===== config.mk =====
export PLATFORM = sky130hd
export DESIGN_NAME = eu_dispatch_arbiter
export DESIGN_NICKNAME = d
export VERILOG_FILES = /design/src/rtl/eu_dispatch_arbiter.sv
export SDC_FILE = /design/constraint.sdc
export NUM_CORES = 1
export LEC_CHECK = 0
export CAP_MARGIN = 10
export CELL_PAD_IN_SITES_DETAIL_PLACEMENT = 1
export CELL_PAD_IN_SITES_GLOBAL_PLACEMENT = 1
export CORE_UTILIZATION = 39
export CTS_CLUSTER_SIZE = 8
export DETAILED_ROUTE_END_ITERATION = 8
export PLACE_DENSITY = 0.85
export SYNTH_ARGS = -nofsm -noshare
export SYNTH_HDL_FRONTEND = slang
export SYNTH_SLANG_ARGS = --single-unit

===== constraint.sdc =====
create_clock -name clk -period 9.24 [get_ports clk]
set_input_delay 0.924 -clock clk [delete_from_list [all_inputs] [get_ports clk]]
set_output_delay 0.924 -clock clk [all_outputs]
set_load 0.01 [all_outputs]

===== src/rtl/eu_dispatch_arbiter.sv =====
// rtl/eu_dispatch_arbiter.sv - credit-based round-robin dispatch of one decoded stream into NUM_EU queues
// Optional: define EU_DISPATCH_STATS_EN to add stall_cnt_o and grant_cnt_o.
package pkg_dtypes;
  typedef struct packed {
    logic [7:0] opcode;
    logic [5:0] dst_tag;
    logic [5:0] src1_tag;
    logic [5:0] src2_tag;
    logic [5:0] rob_id;
  } type_iqueue_entry;
endpackage

module eu_dispatch_arbiter #(
  parameter int NUM_EU            = 4,
  parameter int LOG2_QUEUE_LENGTH = 4
) (
  input  logic                         clk,
  input  logic                         reset,
  input  pkg_dtypes::type_iqueue_entry instr_i,
  input  logic                         instr_valid_i,
  input  logic [NUM_EU-1:0]            instr_eu_mask_i,
  output logic                         instr_ready_o,
  output pkg_dtypes::type_iqueue_entry eu_instr_o,
  output logic [NUM_EU-1:0]            eu_instr_valid_o,
  input  logic [NUM_EU-1:0]            eu_pop_i,
`ifdef EU_DISPATCH_STATS_EN
  output logic [31:0]                  stall_cnt_o,
  output logic [NUM_EU*16-1:0]         grant_cnt_o,
`endif
  output logic                         err_o
);
  localparam int PW  = (NUM_EU > 1) ? $clog2(NUM_EU) : 1;
  localparam int PW1 = PW + 1;
  localparam int CW  = LOG2_QUEUE_LENGTH + 1;
  localparam logic [CW-1:0] CREDIT_MAX = CW'(1) << LOG2_QUEUE_LENGTH;

  logic [NUM_EU-1:0][CW-1:0] credit;
  logic [PW-1:0]             ptr;
  logic [NUM_EU-1:0]         has_credit;
  logic [NUM_EU-1:0]         credit_full;
  logic [NUM_EU-1:0]         cand;
  logic [NUM_EU-1:0]         grant_oh;
  logic [PW-1:0]             grant_idx;
  logic                      accept;
  logic                      pop_err;
  logic                      mask_err;

  always_comb begin
    has_credit  = '0;
    credit_full = '0;
    for (int k = 0; k < NUM_EU; k++) begin
      has_credit[k]  = (credit[k] != '0);
      credit_full[k] = (credit[k] == CREDIT_MAX);
    end
  end

  assign cand          = instr_eu_mask_i & has_credit;
  assign instr_ready_o = !reset && (|cand);
  assign accept        = instr_valid_i && instr_ready_o;

  // Rotating priority scan: first candidate at or above ptr, wrapping at NUM_EU.
  always_comb begin : pick
    logic [PW1-1:0] idx;
    logic           found;
    idx       = '0;
    found     = 1'b0;
    grant_idx = '0;
    for (int i = 0; i < NUM_EU; i++) begin
      idx = {1'b0, ptr} + PW1'(i);
      if (idx >= PW1'(NUM_EU)) idx = idx - PW1'(NUM_EU);
      if (!found && cand[idx[PW-1:0]]) begin
        found     = 1'b1;
        grant_idx = idx[PW-1:0];
      end
    end
  end

  always_comb begin
    grant_oh = '0;
    if (accept) grant_oh[grant_idx] = 1'b1;
  end

  // A pop against a full counter with no matching grant means the queue popped more than it held.
  assign pop_err  = |(eu_pop_i & ~grant_oh & credit_full);
  assign mask_err = instr_valid_i && (instr_eu_mask_i == '0);

  always_ff @(posedge clk) begin
    if (reset) begin
      ptr              <= '0;
      eu_instr_valid_o <= '0;
      eu_instr_o       <= '0;
      err_o            <= 1'b0;
      for (int k = 0; k < NUM_EU; k++) credit[k] <= CREDIT_MAX;
    end else begin
      eu_instr_valid_o <= grant_oh;
      err_o            <= err_o | pop_err | mask_err;
      if (accept) begin
        eu_instr_o <= instr_i;
        ptr        <= (grant_idx == PW'(NUM_EU - 1)) ? '0 : grant_idx + PW'(1);
      end
      for (int k = 0; k < NUM_EU; k++) begin
        case ({grant_oh[k], eu_pop_i[k]})
          2'b10:   credit[k] <= credit[k] - CW'(1);
          2'b01:   if (!credit_full[k]) credit[k] <= credit[k] + CW'(1);
          default: ;
        endcase
      end
    end
  end

`ifdef EU_DISPATCH_STATS_EN
  always_ff @(posedge clk) begin
    if (reset) begin
      stall_cnt_o <= '0;
      grant_cnt_o <= '0;
    end else begin
      if (instr_valid_i && !instr_ready_o && (stall_cnt_o != 32'hFFFF_FFFF))
        stall_cnt_o <= stall_cnt_o + 32'd1;
      for (int k = 0; k < NUM_EU; k++)
        if (grant_oh[k]) grant_cnt_o[k*16 +: 16] <= grant_cnt_o[k*16 +: 16] + 16'd1;
    end
  end
`endif

endmodule


==> run metrics <==
status=complete, no violations; CP Capture Type=register; async set-reset flop share out of synthesis=0%; # diodes=0; via count=between 2k and 3k; top post-synthesis cells by area=dfxtp_1, nand2b_1, ha_1, o21ai_0, mux2i_1; post-CTS setup repair buffer count=0; Multi-input gate area=approximately 1800 µm²; Ports=81; routed len/inst=about 15 µm; Placed Instances=roughly 520; layout cells sized above 1=under 10%; largest net degree at the start of global routing=between 60 and 70; Synth Flop Type=dfxtp_1; Mapped Cells=~350; NetSw=0.000408 W; Seq/Total Area, Yosys=between 30 and 40%; all-layer global routing usage=between 10% and 20%; Initial Util=between 40% and 50%; commonest non-fill, non-tap cells in the layout=clkdlybuf4s50_1, dfxtp_1, nand2_1, o21ai_0, nand2b_1; GP Congestion=roughly 0.86; Synth top area share=a little under two fifths; setup TNS=0 ns; initial antenna violation count=0; crit-path max FO=5; fin. max-slew vios=0; Filler Cell Count=890; internal power=around 0.00073 W; Syn Std Cell Area=between 3000 and 4000 µm²; Worst Path Arrival=approximately 4.6 ns; Synth Net Count=418; Non-Filler Instances=between 500 and 600; Slew headroom=54.4%; Startpoint Class=register; Synth Area in Adders=about a tenth; CTS sink cnt=59; period utilization=47.2%; Synth Area per Inst=8.82 µm²; Slew @ Worst Pin=approximately 0.68 ns; Post-synth EDFFs=0; Fin. Hold Viols=0; Skew-Pair Late Insertion Delay=0.34 ns; peak supply drop=0.121 mV; CORE AREA=7730 µm²; Synth-to-Final Area Change=37.2%; die height=roughly 90 µm; Fmax achieved=about 0.23 GHz; Setup-failing EPs final=0; root buffer cell=clkbuf_8; GRT overflow=0; port bufs=80; largest family of logic cells by synthesized area=simple AND/OR/NAND/NOR gates; Core Util, Final=about 55%; Simple-Gate Fraction of Synth Area=about a fifth; final net count=between 400 and 500; XOR/XNOR share of the synthesized area=approximately 3.7%; sequential power share=about 33%; mux contribution to synthesized area=a little under 6%; post-synthesis compound-gate area fraction=a little under a fifth; initial DRC count=a little over 60; Yosys top cell by area=dfxtp_1; final WL=just under 8 mm; worst hold slack=0.476 ns; clk_skew=0.0117 ns; die width=roughly 91 µm; hold bufs inserted after CTS=0; Sw Share=between 30% and 40%; first-pass GRT wire length=~13 mm; max-cap viol count=0; post-route ant nets=0; Yosys cell types=31; DRC viols=0; Clk pin slew, worst setup/hold paths=0.08 ns; critical path required time=9.48 ns; static leakage=approximately 1.8 nW; Sequential Area=approximately 1200 µm²; FF+latch count, synth=59; class of the worst hold path=register to register; drt first pass iters=4; RSZ-0062 raised after global routing=false; TritonCTS buffer count=9; most common cell after layout, fill and taps aside=clkdlybuf4s50_1; Clk pwr share=a little over a quarter; Vias/cell=roughly 5.0; row cnt=32; Pwr Density=266 nW/µm²; CTS resizes=0; area of the die=between 8000 and 9000 µm²; CTS Buffer Depth=2; CTS tree=done; worst setup path class=register to register; Ys Warns=0; HPWL Detailed=5.71 mm; Gate power share=41.5%; H-Tree Depth=3; min Tclk post-route=between 4 and 5 ns; vias in the first global route=roughly 2.8k
==> final timing paths <==
path                  startpoint              to  depth (start not counted)  slack (ns)
setup / recovery      credit[10]      credit[14]                         17        4.88
hold / removal    eu_instr_o[14]  eu_instr_o[14]                          2        0.48
setup reg to reg      credit[10]      credit[14]                         17        4.88
hold reg to reg   eu_instr_o[14]  eu_instr_o[14]                          2        0.48
==> cell usage after synthesis (2+ instances only) <==
master    instances
dfxtp_1          59
nand2_1          48
o21ai_0          40
nand2b_1         37
nor2_1           29
ha_1             18
mux2i_1          18
inv_1            16
clkbuf_1         13
xnor2_1          10
a21oi_1           9
a21o_1            7
fa_1              4
nand3_1           4
nor2b_1           4
nor3_1            4
nor4_1            4
o41ai_4           4
a41oi_1           3
o21a_4            3
xor2_1            3
a211oi_1          2
a211oi_2          2
a31oi_1           2
o22a_1            2
or4_1             2
or4_4             2
==> per-layer routing <==
metal | vias up | GRT usage, % | part of all wire [%] | wire [µm]
met5 | - | 0 | 0 | 0
met4 | 0 | 7.01 | 1.3 | 103
met3 | 10 | 2.85 | 2.2 | 175
met2 | 48 | 36.1 | 53 | 4180
met1 | 1288 | 21.6 | 43 | 3370
li1 | 1362 | - | - | -
==> registers in the layout, summed over array words and instances, names as in the netlist <==
| register | count |
|---|---|
| ptr | 2 |
| err_o | 1 |
| eu_instr_o | 32 |
| credit | 20 |
| eu_instr_valid_o | 4 |
==> critical path, cell delays in order (launching register included) <==
cell and delay (ns):
dfxtp_1 0.38, or4_4 0.55, o21ai_0 0.56, nor3_1 0.14
nor3_1 0.43, inv_1 0.14, ha_1 0.23, inv_1 0.05
nor2_1 0.06, o41ai_4 0.09, nand2_1 0.23, fa_1 0.45
a21o_1 0.20, a21o_1 0.18, and3_1 0.17, mux2i_1 0.15
xor2_1 0.16, nand2b_1 0.07
==> cell type report <==
cell class / count / area share (%)
multi-input cells: 265 / 43.1
repair buffers: 82 / 19.0
inverters: 16 / 1.41
well taps: 102 / 2.99
clock inverters: 6 / 2.64
clock buffers: 10 / 3.22
flip-flops and latches: 59 / 27.6
==> cell families (layout without fill, tap and decap cells) <==
| logic type | Yosys count | in the layout |
|---|---|---|
| AND/OR/NAND/NOR | 135 | 135 |
| AO/OA/AOI/OAI | 77 | 77 |
| flip-flops | 59 | 59 |
| buffers and inverters | 29 | 114 |
| adder cells (fa/ha/maj) | 22 | 22 |
| multiplexers | 18 | 18 |
| XOR/XNOR | 13 | 13 |
==> metrics by stage <==
stage | total power [W] | setup slack [ns] | area [µm²]
final | 0.00114 | 4.88 | 4270
after global routing | 0.00121 | 4.64 | 4270
after CTS | 0.00115 | 4.86 | 4270
after detailed placement | 0.000846 | 4.53 | 4020
after global placement | 0.000817 | 4.75 | 4020
after floorplan | 0.000701 | 5.49 | 3110
==> power groups by stage <==
stage          clock, W  combinational, W  sequential, W
3_3_place_gp          0          0.000446       0.000371
3_5_place_dp          0          0.000472       0.000374
6_report       0.000295          0.000471       0.000369
2_1_floorplan         0          0.000334       0.000367
5_1_grt        0.000312          0.000525       0.000377
4_1_cts        0.000303          0.000479       0.000369
Power figures use the tool's default switching activity.
